$ cat config.mk
export PLATFORM = sky130hd
export DESIGN_NAME = instr_fetch_unit
export DESIGN_NICKNAME = d
export VERILOG_FILES = /design/src/rtl/instr_fetch_unit.sv
export SDC_FILE = /design/constraint.sdc
export NUM_CORES = 1
export LEC_CHECK = 0
export ABC_AREA = 1
export CAP_MARGIN = 20
export CORE_MARGIN = 3
export CORE_UTILIZATION = 30
export DETAILED_ROUTE_END_ITERATION = 8
export PLACE_DENSITY = 0.6
export SLEW_MARGIN = 20
export SYNTH_ARGS = -nofsm -noshare
export SYNTH_HDL_FRONTEND = slang
export SYNTH_SLANG_ARGS = --single-unit
export TNS_END_PERCENT = 10
$ cat constraint.sdc
create_clock -name clk -period 3 [get_ports clk]
set_input_delay 0.6 -clock clk [delete_from_list [all_inputs] [get_ports clk]]
set_output_delay 0.6 -clock clk [all_outputs]
set_load 0.005 [all_outputs]
$ cat src/rtl/instr_fetch_unit.sv
// Instruction fetch unit for the nibble CPU.
// Owns the PC, reads a combinational 5-bit/8-bit instruction memory,
// assembles one- or two-byte instructions and presents each over a
// valid/ready handshake. Jumps redirect the PC; the halt opcode stops
// fetching once delivered.
module instr_fetch_unit #(
  parameter logic [15:0] TWO_BYTE_MASK = 16'h000D,
  parameter logic [3:0]  HALT_OPC      = 4'h1,
  parameter logic [4:0]  RESET_PC      = 5'd0
) (
  input  logic       clk,
  input  logic       reset,
  output logic [4:0] mem_addr,
  input  logic [7:0] mem_data,
  output logic       instr_valid,
  input  logic       instr_ready,
  output logic [3:0] instr_opcode,
  output logic [3:0] instr_operand,
  output logic [7:0] instr_imm,
  output logic       instr_two_byte,
  output logic [4:0] instr_pc,
  input  logic       jmp_valid,
  input  logic [4:0] jmp_addr,
  output logic       halted
);

  typedef enum logic [1:0] {
    FETCH0  = 2'd0,
    FETCH1  = 2'd1,
    PRESENT = 2'd2,
    HALTED  = 2'd3
  } state_t;

  state_t     state;
  logic [4:0] pc;

  // The memory address is always the current PC; the memory answers
  // combinationally, so data is captured on the same edge.
  assign mem_addr = pc;

  // Fetch state machine with all instruction outputs registered.
  always_ff @(posedge clk or posedge reset) begin
    if (reset) begin
      state          <= FETCH0;
      pc             <= RESET_PC;
      instr_valid    <= 1'b0;
      instr_opcode   <= 4'h0;
      instr_operand  <= 4'h0;
      instr_imm      <= 8'h00;
      instr_two_byte <= 1'b0;
      instr_pc       <= 5'd0;
      halted         <= 1'b0;
    end else if (jmp_valid) begin
      // A redirect beats everything, including a pending halt transition;
      // any half-fetched or unaccepted instruction is dropped.
      state       <= FETCH0;
      pc          <= jmp_addr;
      instr_valid <= 1'b0;
      halted      <= 1'b0;
    end else begin
      case (state)
        FETCH0: begin
          instr_opcode  <= mem_data[7:4];
          instr_operand <= mem_data[3:0];
          instr_pc      <= pc;
          pc            <= pc + 5'd1;
          if (TWO_BYTE_MASK[mem_data[7:4]]) begin
            state <= FETCH1;
          end else begin
            instr_imm      <= 8'h00;
            instr_two_byte <= 1'b0;
            instr_valid    <= 1'b1;
            state          <= PRESENT;
          end
        end
        FETCH1: begin
          // PC wraps naturally from 31 to 0 for the immediate byte.
          instr_imm      <= mem_data;
          instr_two_byte <= 1'b1;
          pc             <= pc + 5'd1;
          instr_valid    <= 1'b1;
          state          <= PRESENT;
        end
        PRESENT: begin
          if (instr_ready) begin
            instr_valid <= 1'b0;
            if (instr_opcode == HALT_OPC) begin
              halted <= 1'b1;
              state  <= HALTED;
            end else begin
              state <= FETCH0;
            end
          end
        end
        HALTED: begin
          // PC frozen; only a jump or reset leaves this state.
          instr_valid <= 1'b0;
          halted      <= 1'b1;
        end
        default: begin
          state <= FETCH0;
        end
      endcase
    end
  end

endmodule

==> metrics.txt <==
CP endpoint kind output port; Max-Cap Viols 0; r2r endpoint instr_imm[3]; post-CTS setup buffers 0; Vias/cell 4.44; Reg2Reg Depth 9; cell family with most CP delay buffers and inverters; final setup fails 0; Syn. warnings 0; synthesized netlist cell count approximately 190; Mean Syn Cell Area 8.18 µm²; PortBufs 45; die footprint roughly 6200 µm²; achievable clock frequency approximately 530 MHz; first-pass GRT wire length about 6.3 mm; gr usage total 0.130; status finished, final reports clean; CTS-repair resized insts 0; initial DRC count 83; TritonCTS buffer count 5; Clock Skew between 3 and 4 ps; clock sinks 31; Fill cells approximately 500; remaining antenna violation count 0; worst hold margin around 470 ps; required time of the critical path 2400 ps; Reg clk slew, reported paths ~70 ps; clk_lat worst skew between 200 and 300 ps; routed length per instance roughly 12 µm; TritonCTS clock tree done; total power about 1.8 mW; chip height about 80 µm; min cycle time layout between 1500 and 2000 ps; Final Net Count around 270; cell area after layout 2200 µm²; Worst EP arrival approximately 1300 ps; CTS H-tree lvls 2; number of synthesized register bits 31; clk root buf clkbuf_8; cell at the slowest stage of the critical path clkdlybuf4s50_1; Max Slew Vio Count 0; origin of the worst setup path mem_addr[0]; area of the multi-input gates around 700 µm²; initial antenna violation count 0; row cnt 25; FF/Latch Area 776 µm²; dpl cell area between 2000 and 2500 µm²; Final Hold Fails 0; CP max stage delay between 500 and 600 ps; RD Place Congestion 0.749; Max Buffers Root-to-Sink 2; share of layout cells above drive strength 1 0.102; synthesized cell area about 1600 µm²; largest net degree at the start of global routing 32; measured slew at the worst slew-check pin approximately 490 ps; Die Wd roughly 79 µm; Buf/Inv on CP 1; kind of critical path flop to output port; Synth cell types 25; RSZ-0062 raised after global routing false; Total Routed Length approximately 3.8 mm; Core Area 4910 µm²; fin util 0.448; most frequent cells in the layout nand2_1, clkdlybuf4s50_1, dfrtp_1; PD cells 833 nW/µm²; most common cell after layout, fill and taps aside nand2_1; vias 1380; CP Depth 1; Mapped Nets between 200 and 250; flop-to-flop setup slack between 1000 and 1500 ps; worst-path fanout max 6; Initial Util 0.323; Worst setup SP type flop; total iterations of the first detailed-routing run 4; sequential fraction of the synthesis area 0.489; Critical Path End mem_addr[0]; post-DP HPWL 2.84 mm; type of the worst min-delay path flop to flop; post-detailed-route DRC marker count 0; worst-path cell chain clkdlybuf4s50_1; # hold bufs at CTS 0; boundary pin count 46; FF-to-FF Start state[1]; final period utilization 0.628; headroom to the max-slew limit 0.674; Antenna Cells 0; total grt overflow 0; setup_tns 0 ps; Pleak about 1.1 nW; vias in the first global route 1305; peak supply drop between 0.0002 and 0.0003 V; Layout area overhead 38.5%
-- sequential cells by signal, summed over array words and instances (netlist names) --
name and flops:
instr_pc 5, mem_addr 5, instr_two_byte 1, instr_valid 1, instr_imm 8, instr_opcode 4
state 2, instr_operand 4, halted 1
-- metrics by stage --
step,worst slack (ps),cells
floorplan,1720,194
global placement,895,303
detailed placement,855,303
CTS,1100,311
global route,1040,311
finish,1120,311
-- per-layer routing --
layer  vias to the layer above  track usage  wire length, µm
met5                         -            0                0
met4                         0       0.0420               47
met3                         7       0.0272              215
met2                        47        0.197             1710
met1                       625        0.185             1860
li1                        701            -                -
-- power breakdown --
group / internal (mW) / switching (mW)
Sequential: 0.565 / 0.128
Combinational: 0.400 / 0.364
Clock: 0.209 / 0.165
Total: 1.17 / 0.657
-- cells by family after synthesis --
family	count (synthesis)	synth area share
adder cells (fa/ha/maj)	5	0.0394
flip-flops	31	0.489
AND/OR/NAND/NOR	121	0.345
buffers and inverters	24	0.0725
AO/OA/AOI/OAI	11	0.0433
XOR/XNOR	2	0.0110
-- worst register-to-register path, cell delays in order, from the launching register on --
cell	delay, ps
dfrtp_1	410
inv_1	90
ha_1	420
nor2_2	120
inv_2	80
nand2_4	60
inv_4	120
nand2_4	100
nand2_1	70
nand2_1	40
-- cells in the mapped netlist (all sizes together) --
cell	instances	share of area
a31oi	1	0.0039
buf	4	0.022
dfrtp	31	0.49
ha	5	0.039
inv	20	0.050
nand2	89	0.22
nand3	8	0.025
nand3b	7	0.033
nand4	4	0.025
nor2	13	0.039
o211ai	2	0.0095
o21ai	8	0.030
xnor2	1	0.0055
xor2	1	0.0055
-- cell type report --
cell class,instances,area share
sequential,31,0.353
multi-input combinational,139,0.317
timing repair buffer,46,0.208
clock buffer,7,0.0438
tap,67,0.0381
inverter,20,0.0364
clock inverter,1,0.00341
-- worst min path at each step --
stage | from | endpoint | depth (start not counted)
after floorplan | halted | halted | 2
after global placement | instr_imm[2] | instr_imm[2] | 2
after detailed placement | instr_two_byte | instr_two_byte | 2
after CTS | instr_two_byte | instr_two_byte | 2
after global routing | instr_two_byte | instr_two_byte | 2
final | instr_operand[0] | instr_operand[0] | 2
No activity file was read; power rests on OpenSTA's default activity.
